<file path="src/rtl/mem_access_unit.sv">
// mem_access_unit: MEM-stage load/store unit. Turns EX_MEM load/store
// controls into a req/ack transaction on the data-memory bus, aligns store
// data into byte lanes, extends load data, and stalls the pipeline while a
// transaction is outstanding.
// Optional feature: define LSU_TIMEOUT_EN to abort a WAIT after
// TIMEOUT_CYCLES cycles without dmem_ack (bus_err pulse, empty load result).
module mem_access_unit #(
  parameter int unsigned TIMEOUT_CYCLES = 255
) (
  input  logic        clk,
  input  logic        rst,
  input  logic [31:0] alu_out_in,
  input  logic [31:0] write_data_in,
  input  logic [2:0]  funct3_in,
  input  logic        MemRead_in,
  input  logic        MemWrite_in,
  output logic [31:0] read_data_out,
  output logic        stall,
  output logic        wb_kill,
  output logic        misalign,
  output logic        bus_err,
  output logic        dmem_req,
  output logic        dmem_we,
  output logic [31:0] dmem_addr,
  output logic [31:0] dmem_wdata,
  output logic [3:0]  dmem_wstrb,
  input  logic        dmem_ack,
  input  logic [31:0] dmem_rdata
);

  typedef enum logic [1:0] {S_IDLE, S_WAIT, S_DONE} state_t;

  state_t      r_state;
  logic [31:0] r_rdata;
  logic [2:0]  r_f3;
  logic [1:0]  r_off;

  logic        w_acc;
  logic        w_is_b;
  logic        w_is_h;
  logic        w_aligned;
  logic [31:0] w_wdata;
  logic [3:0]  w_wstrb;
  logic [7:0]  w_lbyte;
  logic [15:0] w_lhalf;
  logic [31:0] w_load;

`ifdef LSU_TIMEOUT_EN
  localparam int unsigned CW =
    ($clog2(TIMEOUT_CYCLES + 1) > 8) ? $clog2(TIMEOUT_CYCLES + 1) : 8;
  localparam logic [CW-1:0] TO_LAST = CW'(TIMEOUT_CYCLES - 1);
  logic [CW-1:0] r_cnt;
  logic          r_bus_err;
`endif

  // funct3[1:0] alone selects the size: 00 byte, 01 half, anything else word.
  assign w_acc  = MemRead_in | MemWrite_in;
  assign w_is_b = (funct3_in[1:0] == 2'b00);
  assign w_is_h = (funct3_in[1:0] == 2'b01);

  // Alignment check for the current EX_MEM access
  always_comb begin
    w_aligned = 1'b1;
    if (w_is_h)
      w_aligned = ~alu_out_in[0];
    else if (!w_is_b)
      w_aligned = (alu_out_in[1:0] == 2'b00);
  end

  // Store lane replication and byte strobes (zero strobes for loads)
  always_comb begin
    if (w_is_b) begin
      w_wdata = {4{write_data_in[7:0]}};
      w_wstrb = 4'b0001 << alu_out_in[1:0];
    end else if (w_is_h) begin
      w_wdata = {2{write_data_in[15:0]}};
      w_wstrb = alu_out_in[1] ? 4'b1100 : 4'b0011;
    end else begin
      w_wdata = write_data_in;
      w_wstrb = 4'b1111;
    end
    if (!MemWrite_in)
      w_wstrb = '0;
  end

  // Load lane select and extension from the word returned on ack
  always_comb begin
    case (r_off)
      2'd0:    w_lbyte = dmem_rdata[7:0];
      2'd1:    w_lbyte = dmem_rdata[15:8];
      2'd2:    w_lbyte = dmem_rdata[23:16];
      default: w_lbyte = dmem_rdata[31:24];
    endcase
    w_lhalf = r_off[1] ? dmem_rdata[31:16] : dmem_rdata[15:0];
    case (r_f3)
      3'b000:  w_load = {{24{w_lbyte[7]}}, w_lbyte};
      3'b001:  w_load = {{16{w_lhalf[15]}}, w_lhalf};
      3'b100:  w_load = {24'd0, w_lbyte};
      3'b101:  w_load = {16'd0, w_lhalf};
      default: w_load = dmem_rdata;
    endcase
  end

  // Transaction FSM with registered bus outputs and load result
  always_ff @(posedge clk or posedge rst) begin
    if (rst) begin
      r_state    <= S_IDLE;
      r_rdata    <= '0;
      r_f3       <= '0;
      r_off      <= '0;
      dmem_req   <= 1'b0;
      dmem_we    <= 1'b0;
      dmem_addr  <= '0;
      dmem_wdata <= '0;
      dmem_wstrb <= '0;
`ifdef LSU_TIMEOUT_EN
      r_cnt      <= '0;
      r_bus_err  <= 1'b0;
`endif
    end else begin
`ifdef LSU_TIMEOUT_EN
      r_bus_err <= 1'b0;
`endif
      case (r_state)
        S_IDLE: begin
          if (w_acc && w_aligned) begin
            dmem_req   <= 1'b1;
            dmem_we    <= MemWrite_in;
            dmem_addr  <= {alu_out_in[31:2], 2'b00};
            dmem_wdata <= w_wdata;
            dmem_wstrb <= w_wstrb;
            r_f3       <= funct3_in;
            r_off      <= alu_out_in[1:0];
`ifdef LSU_TIMEOUT_EN
            r_cnt      <= '0;
`endif
            r_state    <= S_WAIT;
          end
        end
        S_WAIT: begin
          if (dmem_ack) begin
            r_rdata  <= dmem_we ? '0 : w_load;
            dmem_req <= 1'b0;
            r_state  <= S_DONE;
          end
`ifdef LSU_TIMEOUT_EN
          else if (r_cnt == TO_LAST) begin
            r_bus_err <= 1'b1;
            r_rdata   <= '0;
            dmem_req  <= 1'b0;
            r_state   <= S_DONE;
          end else begin
            r_cnt <= r_cnt + 1'b1;
          end
`endif
        end
        default: r_state <= S_IDLE;
      endcase
    end
  end

  // Pipeline-facing controls; gated by rst so nothing leaks out during reset
  assign stall         = ~rst & w_acc & w_aligned & (r_state != S_DONE);
  assign misalign      = ~rst & w_acc & ~w_aligned & (r_state == S_IDLE);
  assign wb_kill       = stall | misalign;
  assign read_data_out = (r_state == S_DONE) ? r_rdata : '0;

`ifdef LSU_TIMEOUT_EN
  assign bus_err = r_bus_err;
`else
  // TIMEOUT_CYCLES has no effect without the timeout counter
  assign bus_err = 1'b0 & (TIMEOUT_CYCLES != 0);
`endif

endmodule

</file>
<file path="config.mk">
export PLATFORM = sky130hd
export DESIGN_NAME = mem_access_unit
export DESIGN_NICKNAME = d
export VERILOG_FILES = /design/src/rtl/mem_access_unit.sv
export SDC_FILE = /design/constraint.sdc
export NUM_CORES = 1
export LEC_CHECK = 0
export ABC_AREA = 1
export BUFFER_PORTS_ARGS = -buffer_cell sky130_fd_sc_hd__buf_2
export CAP_MARGIN = 10
export CORE_MARGIN = 2
export CORE_UTILIZATION = 35
export CTS_CLUSTER_DIAMETER = 80
export DETAILED_ROUTE_END_ITERATION = 7
export PLACE_DENSITY = 0.61
export SETUP_SLACK_MARGIN = 0.15
export SYNTH_ARGS = -nofsm -noshare
export SYNTH_HDL_FRONTEND = slang
export SYNTH_SLANG_ARGS = --single-unit
</file>
<file path="constraint.sdc">
create_clock -name clk -period 9.2 [get_ports clk]
set_input_delay 0.92 -clock clk [delete_from_list [all_inputs] [get_ports clk]]
set_output_delay 0.92 -clock clk [all_outputs]
set_load 0.05 [all_outputs]
</file>
### Word-level counts from Yosys, hierarchy flattened

Index checks and enable logic that the tools add are counted.

* equal/unequal tests: 11
* shift-type cells: 1
* mux-type cells: 19
* bitwise gates (word level): 10
* reduce and logical (&&, ||, !) cells: 11

Operators by type and width (number)
* 32-bit 2-to-1 mux: 4
* 32-bit one-hot mux with 4 select lines: 1
* 8-bit one-hot mux with 3 select lines: 1
* 16-bit 2-to-1 mux: 1
* 4-bit 2-to-1 mux: 4
* 2-bit zero test: 4
* 2-bit by 1-bit == test with 1-bit output, second input constant: 3
* 3-bit == test, second input constant: 2
* 2-bit inequality test, second input constant: 3
* 2-bit AND reduction: 3
* 1-bit bitwise AND: 5
* 2-bit == test, second input constant: 2
* 1-bit 2-to-1 mux: 4
* 2-bit 2-to-1 mux: 2
* 2-bit one-hot mux with 2 select lines: 1
* 1-bit by 2-bit << shifter with 4-bit output, first input constant: 1
* 3-bit by 1-bit == test with 1-bit output, second input constant: 1
* 3-bit zero test: 1
* 1-bit NOT: 3
* 3-bit AND reduction: 1
* 1-bit OR: 2
* 1-bit one-hot mux with 2 select lines: 1
* 2-bit nonzero test: 1
* 1-bit logical AND: 1

* bits in registers: 107
* bits of input ports: 104
* output and inout bits: 106
* word-level logic and storage cells: 61

### Longest topological paths before layout

Gate-level depths: netlist (run 1).

* word-level depth: 7
* mapped depth: 10
* depth with buffers taken out: 9

### Worst setup path before layout (run 1)

OpenSTA, ideal clock, no wires.

* kind: in2out
* start point: input port rst
* end point: output port wb_kill
* data arrival time: 4.646 ns
* required time: 8.280 ns
* slack: 3.634 ns
* cell stages on the path: 3
* path buffers: 0
* cells stage by stage: inv_1 -> nand4_1 -> o21ai_0

* cells in the longest elaborated chain, start to end: 5
* elaborated cells between the ends (all ways): 7
* classes of those cells: 7 x bitwise

Ends and longest elaborated chain
* start, declared: RTL line 11 `input logic rst,`
* 1-bit NOT *: RTL line 163, 164
* 1-bit bitwise AND *: RTL line 163, 164
* 1-bit bitwise AND, on equally long branches (2 in a row): RTL line 163, 164
* 1-bit OR *: RTL line 165 `assign wb_kill = stall | misalign;`
* end, declared: RTL line 19 `output logic wb_kill,`

Mark *: on every way between the ends. The rest lies on a longest branch, timed or not.

### Final worst setup path (run 1)

* start point: register r_state[1]
* end point: output port wb_kill

* cells in the longest elaborated chain, start to end: 3
* elaborated cells between the ends (all ways): 5
* classes of those cells: 1 x eq/ne; 3 x bitwise; 1 x reduce/logical

Ends and longest elaborated chain
* start, declared: RTL line 33 `state_t r_state;`
* start signal, assigned: RTL line 107 `r_state <= S_IDLE;`
* start signal, assigned: RTL line 137 `r_state <= S_WAIT;`
* start signal, assigned: RTL line 144 `r_state <= S_DONE;`
* 2-bit inequality test / 2-bit zero test (equally long branches): RTL line 163, 164
* 1-bit bitwise AND, on equally long branches: RTL line 163, 164
* 1-bit OR *: RTL line 165

Marks and branches as above.

==> results of run 1 <==
-- area by class of cell --
cell class | count | area share
clock inverter | 7 | 0.01364
inverter | 65 | 0.03718
timing repair buffer | 208 | 0.1562
tap | 184 | 0.03438
sequential | 107 | 0.3999
multi-input combinational | 530 | 0.3251
clock buffer | 9 | 0.03363
-- worst paths after layout --
kind / endpoint / slack (ps) / depth (start not counted) / start
max in group asynchronous: dmem_addr[31] / 7330 / 3 / rst
max: wb_kill / 5990 / 6 / r_state[1]
min reg2reg: r_state[0] / 470 / 1 / r_state[1]
min in group asynchronous: dmem_addr[8] / 680 / 2 / rst
min: r_state[0] / 470 / 1 / r_state[1]
max reg2reg: r_rdata[28] / 6960 / 7 / r_f3[1]
-- synthesized netlist by cell type --
library cell | count | area [um^2]
o211ai_1 | 6 | 45.04
nor2_1 | 74 | 277.8
inv_2 | 4 | 15.01
o21ai_0 | 45 | 225.2
nand3_1 | 12 | 60.06
nand2_2 | 3 | 18.77
dfrtp_1 | 107 | 2678
nor3_1 | 1 | 5.000
clkbuf_1 | 15 | 56.30
a21oi_1 | 20 | 100.1
buf_2 | 9 | 45.04
nand4_4 | 1 | 21.27
nand4_1 | 3 | 18.77
buf_1 | 4 | 15.01
nand2_1 | 347 | 1303
a31oi_1 | 1 | 6.260
nor2_4 | 1 | 11.26
buf_4 | 11 | 82.58
conb_1 | 1 | 3.750
buf_6 | 1 | 11.26
o31ai_1 | 1 | 7.510
o21ai_1 | 11 | 55.05
inv_4 | 1 | 6.260
nand2_4 | 1 | 11.26
inv_1 | 60 | 225.2
-- critical path, delay by kind of cell (launching register included) --
family / cells / cell delay, ps
simple gates: 2 / 260
buf+inv: 3 / 1150
flops: 1 / 390
compound gates: 1 / 130
-- power groups by stage --
| stage | combinational [mW] | sequential [mW] | clock [mW] |
|---|---|---|---|
| 2_1_floorplan | 0.473 | 1.22 | 0 |
| 3_3_place_gp | 1.16 | 0.798 | 0 |
| 3_5_place_dp | 1.17 | 0.793 | 0 |
| 4_1_cts | 1.17 | 0.793 | 0.414 |
| 5_1_grt | 1.26 | 0.820 | 0.433 |
| 6_report | 1.16 | 0.793 | 0.403 |
-- state kept, by name (all words and copies together) (netlist names) --
signal	flops
dmem_wstrb	4
dmem_req	1
dmem_wdata	32
r_state	2
dmem_addr	30
dmem_we	1
r_f3	3
r_rdata	32
r_off	2
-- per-layer routing --
layer / track usage / vias up / wire (um)
li1: - / 2606 / -
met2: 0.3191 / 206 / 7390
met5: 0 / - / 0
met3: 0.05235 / 20 / 1329
met1: 0.2627 / 2438 / 7033
met4: 0.07046 / 0 / 313
-- cells by family after synthesis --
logic type,after synthesis
compound gates,84
buf+inv,105
flops,107
other cells,1
simple gates,443
-- through the flow --
stage,cell area (um^2),util,total power [mW]
after global routing,6696,0.4573,2.517
after global placement,6380,0.4357,1.957
final,6696,0.4573,2.361
after detailed placement,6380,0.4357,1.966
after floorplan,5311,-,1.690
after CTS,6696,0.4573,2.379
==> impl_results.md, run 1 <==
* VDD IR max at 0.0002271 V
* Mux cell area share after synthesis at 0
* Avg WL per Cell at 14.47 um
* Main combinational cell family by area after synthesis: simple AND/OR/NAND/NOR gates
* Gate Count Post-Synth at 740
* Arr. time, crit path at 2290 ps
* PortBufs at 206
* Pleak at 3.900 nW
* Simple-gate share of the synthesized area at 0.3255
* Startpoint Class: register
* Post-Layout Cell Count at ~1100
* Crit-path cells: inv_2 -> nor2_1 -> inv_1 -> nand4_1 -> o21ai_0 -> buf_2
* Final wirelength at 16070 um
* Pin count of the biggest net entering global routing at slightly above 80
* N_diodes at 0
* Setup Skew at roughly 10 ps
* Syn. warnings at 0
* FF+latch area at 0.002678 mm^2
* Clock Path Buffers at 2
* Fraction of layout instances using a drive strength above 1 at 0.2549
* Dpl ws at between 6000 and 7000 ps
* Area grow syn2layout at 26.26%
* Final setup vio count at 0
* Hold Crit Class: register to register
* Max Cap Viol at 0
* Clock power frac at 0.171
* # rows at 44
* CTS Root Cell: clkbuf_16
* Die W at between 100 and 150 um
* Core footprint at between 0.01 and 0.015 mm^2
* Die Area at 0.01615 mm^2
* Post-synthesis cell type count at 25
* Initial Util at 0.3622
* Pins over their slew limit at 0
* RSZ-0062 raised after global routing: no
* Internal at 1.133 mW
* Comb pwr share at 0.493
* Pwr per Cell Area at 352.5 mW/mm^2
* Status: finished clean
* Initial antenna violation count at 0
* Grt total ovfl at 0
* Setup ws final at about 6000 ps
* Post-Syn Area per Cell at between 7 and 8 um^2
* Largest stage delay, worst path at around 760 ps
* TritonCTS clock tree: built
* Synthesis-stage register bit count at 107
* Synthesized area at around 0.0053 mm^2
* Final Cycle Share at 0.3493
* DR DRC count at 0
* Post-DR vias/cell at about 4.7
* Worst-Margin Slew at 1073 ps
* Slowest-stage cell, CP: inv_1
* Final setup TNS at 0 ps
* Maximum clock rate at between 300 and 400 MHz
* Tot GR Track Use at 0.1993
* CTS buffer count at 9
* Sw power at 1.228 mW
* Critical path type: register to output port
* Post-DRT Antenna Nets at 0
* Clk sink count at 107
* Commonest non-fill, non-tap cell in the layout: nand2_1
* HPWL after detailed placement at 11420 um
* Pre-antenna DRT Iters at 5
* Most frequent cells in the layout: nand2_1 (347), buf_2 (206), dfrtp_1 (107)
* WP data required at 8280 ps
* H-tree depth at 3
* Area share of xor/xnor cells in the synthesized design at 0
* Global-route wire length before repair at 25560 um
* Relative slew slack at 0.2840
* Post-CTS setup buffer count at 0
* Hold slack at 473.2 ps
* Via count at 5270
* Post-CTS Resized at 0
* Footprint of the multi-input gates at ~0.0022 mm^2
* Fin. Hold Viols at 0
* Inst Count DP at about 1100
* Compound-cell area share of the yosys netlist at 0.08280
* 1st-iter DRT viols at 352
* Io pins at 210
* GP Congestion at 0.8643
* Sequential power share at 0.336
* Vias in the first global route at about 5000
* Fin crit period at 3214 ps
* Hold_buf cts at 0
* Fillcell total at around 1600
* Worst Setup End Kind: output port
* Switching share of power at 0.5200
* Worst Path Max Fanout at 33
* Height of the die at 127.1 um
* Nets at around 1000
* Synth Area in Adders at 0
* Register area share after synthesis at 0.5048
* Clock Latency Late Sink at 350 ps
* Worst-path clk slew at 90 ps
Note: power is estimated with default switching activity, not from simulation.
==> inputs of run 2 (changes only) <==
==> constraint.sdc (replaced) <==
create_clock -name clk -period 3.1 [get_ports clk]
set_input_delay 0.31 -clock clk [delete_from_list [all_inputs] [get_ports clk]]
set_output_delay 0.31 -clock clk [all_outputs]
set_load 0.05 [all_outputs]
==> run 2 against run 1 <==
  * Critical path depth decreased by 2
  * Clock skew is 4.7 ps higher
  * Via count is 1.2% lower
  * First-iteration DRC count down 1.7%
  * Die area unchanged
  * Non-clock buffer count rose by 4
  * Clock-buffer cell count rose by 1
==> impl_results.md, run 2 (synthesized netlist as in run 1, its figures left out) <==
* Status: finished clean
* Pleak at 3.911 nW (+0.29%)
* Io pins at 210 (unchanged)
* Comb pwr share at 0.497 (+0.004)
* Pins over their slew limit at 0 (unchanged)
* Critical path type: register to register
* HPWL after detailed placement at 11850 um (+3.8%)
* Max Cap Viol at 0 (unchanged)
* Final setup TNS at 0 ps (unchanged)
* Initial antenna violation count at 1 (+1)
* Pre-antenna DRT Iters at 6 (+1)
* Fin crit period at 2019 ps
* Setup Skew at 14.95 ps (+4.702 ps)
* Sequential power share at 0.329 (-0.007)
* Global-route wire length before repair at 26120 um (+2.2%)
* H-tree depth at 3 (unchanged)
* Final wirelength at 16330 um (+1.6%)
* Via count at 5206 (-1.2%)
* Most frequent cells in the layout: nand2_1 (347), buf_2 (206), dfrtp_1 (107)
* VDD IR max at 0.0006398 V (+180%)
* Startpoint Class: register
* N_diodes at 0 (unchanged)
* 1st-iter DRT viols at 346 (-1.7%)
* Tot GR Track Use at 0.2064 (+0.007126)
* Post-CTS Resized at 0 (unchanged)
* Worst-path clk slew at 80 ps (about the same)
* Post-Layout Cell Count at 1114 (+0.36%)
* Height of the die at 127.1 um (unchanged)
* CTS buffer count at 9 (unchanged)
* Fraction of layout instances using a drive strength above 1 at 0.2581 (+0.003205)
* Clk sink count at 107 (unchanged)
* RSZ-0062 raised after global routing: no
* Die W at 127.1 um (unchanged)
* Final Cycle Share at 0.6512
* Worst Setup End Kind: register
* Worst-Margin Slew at 1041 ps (-32.25 ps)
* Top flop regs: dmem_wdata x32, r_rdata x32, dmem_addr x30
* Pwr per Cell Area at 1047 mW/mm^2 (+200%)
* Grt total ovfl at 0 (unchanged)
* Arr. time, crit path at 2220 ps (-70 ps)
* DR DRC count at 0 (unchanged)
* TritonCTS clock tree: built
* Fin. Hold Viols at 0 (unchanged)
* Maximum clock rate at 495.3 MHz
* # rows at 44 (unchanged)
* WP data required at 3310 ps (-4970 ps)
* Hold Crit Class: input pin to async pin
* FF-to-FF setup slack at 1080 ps (-5880 ps)
* Core footprint at 0.01464 mm^2 (unchanged)
* Sw power at 3.584 mW (+190%)
* Initial Util at 0.3622 (unchanged)
* GP Congestion at 0.9124 (+5.6%)
* Nets at 1029 (+0.39%)
* Post-DR vias/cell at 4.673 (-1.6%)
* Clock power frac at 0.174 (+0.003)
* Fillcell total at 1586 (-0.13%)
* CTS Root Cell: clkbuf_16
* Clock Latency Late Sink at 360 ps (about the same)
* Switching share of power at 0.5088 (-0.01121)
* Final setup vio count at 0 (unchanged)
* PortBufs at 206 (unchanged)
* Worst Path Max Fanout at 25 (-24%)
* Internal at 3.460 mW (+210%)
* Pin count of the biggest net entering global routing at 81 (unchanged)
* Post-DRT Antenna Nets at 0 (unchanged)
* Avg WL per Cell at 14.66 um (+1.3%)
* Vias in the first global route at 5112 (+2.4%)
* Area grow syn2layout at 26.87%
* Relative slew slack at 0.3053 (+0.02128)
* Inst Count DP at 1098 (+0.37%)
* Die Area at 0.01615 mm^2 (unchanged)
* Commonest non-fill, non-tap cell in the layout: nand2_1
* Clock Path Buffers at 2 (unchanged)
* Post-CTS setup buffer count at 0 (unchanged)
* Hold_buf cts at 0 (unchanged)
[run 2: cell count changes in the layout (fill, tap and decap cells not counted)]
cell        delta
clkinvlp_4     +3
clkbuf_8       +1
inv_4          -1
buf_4          +4
clkinv_8       -2
clkinv_4       -1
bufinv_16      +1
o21ai_1        +1
o21ai_0        -1
inv_12         -1
[run 2: area by class of cell]
type / count / area (um^2) / area share
timing repair buffer: 212 / 1076 / 0.1599
inverter: 65 / 250.2 / 0.03719
tap: 184 / 230.2 / 0.03421
multi-input combinational: 530 / 2177 / 0.3235
clock buffer: 10 / 239.0 / 0.03552
sequential: 107 / 2678 / 0.3979
clock inverter: 6 / 78.83 / 0.01171
[run 2: path summary, 6_finish.rpt]
path,to,cells after the start,from
max reg2reg,r_rdata[13],4,r_state[1]
min in group clk,r_state[0],2,dmem_ack
min reg2reg,dmem_addr[17],2,dmem_addr[17]
max,r_rdata[13],4,r_state[1]
min,r_f3[0],3,rst
max in group asynchronous,r_rdata[15],3,rst
[run 2: metal layers]
metal / vias to the layer above / part of all wire / GRT usage
met5: - / 0.00080 / 0
met4: 2 / 0.021 / 0.07692
met3: 20 / 0.087 / 0.05653
met2: 192 / 0.47 / 0.3498
met1: 2375 / 0.42 / 0.2524
li1: 2617 / - / -
[run 2: through the flow]
stage | hold WS (ps) | worst slack, ps | utilization | instance area, um^2 | total power, mW
after floorplan | 396.3 | 196.5 | - | 5315 | 5.015
after global placement | 459.6 | 962.0 | 0.4378 | 6411 | 5.835
after detailed placement | 459.4 | 915.7 | 0.4378 | 6411 | 5.864
after CTS | 113.9 | 1054 | 0.4595 | 6729 | 7.103
after global routing | 136.5 | 865.1 | 0.4595 | 6729 | 7.511
final | 114.6 | 1081 | 0.4595 | 6729 | 7.044
[run 2: worst max-delay path: stages (launching register included)]
cell and delay (ps):
dfrtp_1 410, inv_2 110, nand3_1 420, inv_1 750
o21ai_0 170
[run 2: power by group through the flow]
| stage | logic (mW) | clock network [mW] | registers, mW |
|---|---|---|---|
| global placement | 3.50 | 0 | 2.34 |
| global route | 3.83 | 1.29 | 2.40 |
| floorplan | 1.40 | 0 | 3.61 |
| CTS | 3.54 | 1.24 | 2.32 |
| detailed placement | 3.54 | 0 | 2.32 |
| finish | 3.50 | 1.22 | 2.32 |
==> inputs of run 3 (changes only) <==
==> constraint.sdc (replaced) <==
create_clock -name clk -period 1.86 [get_ports clk]
set_input_delay 0.186 -clock clk [delete_from_list [all_inputs] [get_ports clk]]
set_output_delay 0.186 -clock clk [all_outputs]
set_load 0.05 [all_outputs]
==> run 3 against run 2 <==
  * Final cell count increased by 1.5%
  * Clock-buffer cell count decreased by 1
  * Via count increased by 0.77%
  * Clock power increased by 70%
  * First-iteration DRC count decreased by 26%
==> impl_results.md, run 3 (synthesized netlist as in run 1, its figures left out) <==
* Post-Layout Cell Count at 1131 (+1.5%)
* Post-DRT Antenna Nets at 0 (unchanged)
* Top flop regs: dmem_wdata x32, r_rdata x32, dmem_addr x30
* DR DRC count at 0 (unchanged)
* FF-to-FF Start: r_f3[1]
* 1st-iter DRT viols at 255 (-26%)
* Commonest non-fill, non-tap cell in the layout: nand2_1
* HPWL after detailed placement at 11700 um (-1.3%)
* Critical path type: register to output port
* Clock Path Buffers at 2 (unchanged)
* Maximum clock rate at 586.1 MHz
* TritonCTS clock tree: built
* Routed length on met1 at 6920 um (+1.1%)
* Startpoint Class: register
* Initial antenna violation count at 2 (+1)
* Clk sink count at 107 (unchanged)
* Pins over their slew limit at 0 (unchanged)
* WP data required at 1670 ps (-1640 ps)
* Reg2reg end: r_rdata[25]
* Area grow syn2layout at 37.18%
* Setup Skew at 10.56 ps (-4.391 ps)
* GP Congestion at 0.8801 (-3.5%)
* Pleak at 4.039 nW (+3.3%)
* Initial Util at 0.3622 (unchanged)
* Vias in the first global route at 5044 (-1.3%)
* Tot GR Track Use at 0.2039 (-0.002474)
* Global-route wire length before repair at 25740 um (-1.5%)
* # rows at 44 (unchanged)
* Pwr per Cell Area at 1669 mW/mm^2 (+59%)
* Fin crit period at 1706 ps
* PortBufs at 206 (unchanged)
* Worst-Margin Slew at 552.5 ps (-488.0 ps)
* Final Core Density at 0.4968 (+0.03734)
* Pre-antenna DRT Iters at 4 (-2)
* Io pins at 210 (unchanged)
* Worst reg2reg path depth at 7 (+3)
* Core footprint at 0.01464 mm^2 (unchanged)
* Hold Crit Class: input pin to async pin
* Worst Setup End Kind: output port
* FF-to-FF setup slack at 320 ps (-760 ps)
* Final Cycle Share at 0.9173
* CTS buffer count at 9 (unchanged)
* Max Cap Viol at 0 (unchanged)
* Final setup vio count at 0 (unchanged)
* Hold slack at 14.11 ps (-100.5 ps)
* Grt total ovfl at 0 (unchanged)
* Die Area at 0.01615 mm^2 (unchanged)
* Worst Path Max Fanout at 13 (-48%)
* RSZ-0062 raised after global routing: yes
* Avg WL per Cell at 14.60 um (-0.40%)
* Fraction of layout instances using a drive strength above 1 at 0.2992 (+0.04109)
* Via count at 5246 (+0.77%)
* Final wirelength at 16510 um (+1.1%)
* Nets at 1045 (+1.6%)
* Most frequent cells in the layout: nand2_1 (347), buf_2 (172), dfrtp_1 (106)
* Post-DR vias/cell at 4.638 (-0.75%)
* VDD IR max at 0.001239 V (+94%)
* Height of the die at 127.1 um (unchanged)
* Status: finished clean
* CTS Root Cell: clkbuf_16
* H-tree depth at 3 (unchanged)
* Inst Count DP at 1107 (+0.82%)
* Met3 WL at 1294 um (-8.5%)
* Max layer used: met5
* Arr. time, crit path at 1520 ps (-700 ps)
* Die W at 127.1 um (unchanged)
* Relative slew slack at 0.6317 (+0.3264)
* WL met2 at 7947 um (+3.2%)
* Fin. Hold Viols at 0 (unchanged)
* Pin count of the biggest net entering global routing at 96 (+19%)
* Worst-path clk slew at 80 ps (about the same)
* Clock Latency Late Sink at 360 ps (about the same)
-- run 3: worst max path at each step --
| stage | start | to |
|---|---|---|
| after CTS | r_state[1] | read_data_out[15] |
| final | r_state[1] | read_data_out[18] |
| after detailed placement | r_f3[1] | r_rdata[25] |
| after global routing | r_state[1] | read_data_out[18] |
| after global placement | r_f3[1] | r_rdata[25] |
| after floorplan | rst | misalign |
-- run 3: power breakdown --
group          leakage (nW)  switching, mW  internal (mW)
clock network         0.150          0.980           1.09
registers              1.35          0.527           3.32
logic                  2.54           4.67           1.56
total                  4.04           6.18           5.97
-- run 3: critical path: stages (launching register included) --
cell,delay [ps]
dfrtp_1,370
inv_2,60
nor2_4,190
inv_6,90
buf_12,170
nor2_2,110
buf_6,170
-- run 3: cell type report --
class                           instances  area [um^2]
Tap cell                              184        230.2
Sequential cell                       107         2679
Timing Repair inverter                  1        7.507
Timing Repair Buffer                  227         1483
Fill cell                            1518         7368
Clock inverter                          7        95.09
Antenna cell                            1        2.502
Multi-Input combinational cell        530         2296
Inverter                               65        257.7
Clock buffer                            9        225.2
-- run 3: through the flow --
step	total power [mW]	cell area [um^2]	TNS, ps	worst slack (ps)
floorplan	8.361	5319	-2029	-690.6
global placement	9.822	6545	0	320.9
detailed placement	9.872	6545	0	258.9
CTS	12.02	6973	0	112.2
global route	12.94	7273	0	88.93
finish	12.14	7276	0	153.8
-- run 3: timing repair --
item                                    4_1_cts  5_1_grt
resized for setup                            36       76
pin swaps                                     0        2
hold buffers                                  1        1
setup buffers                                 0        2
cloned                                        0        3
endpoints found under the hold margin        12        1
endpoints found under the setup margin       28       40
-- run 3: routing by layer --
layer / vias to the layer above / track usage
li1: 2644 / -
met1: 2390 / 0.2561
met2: 185 / 0.3314
met3: 25 / 0.06449
met4: 2 / 0.07563
met5: - / 0
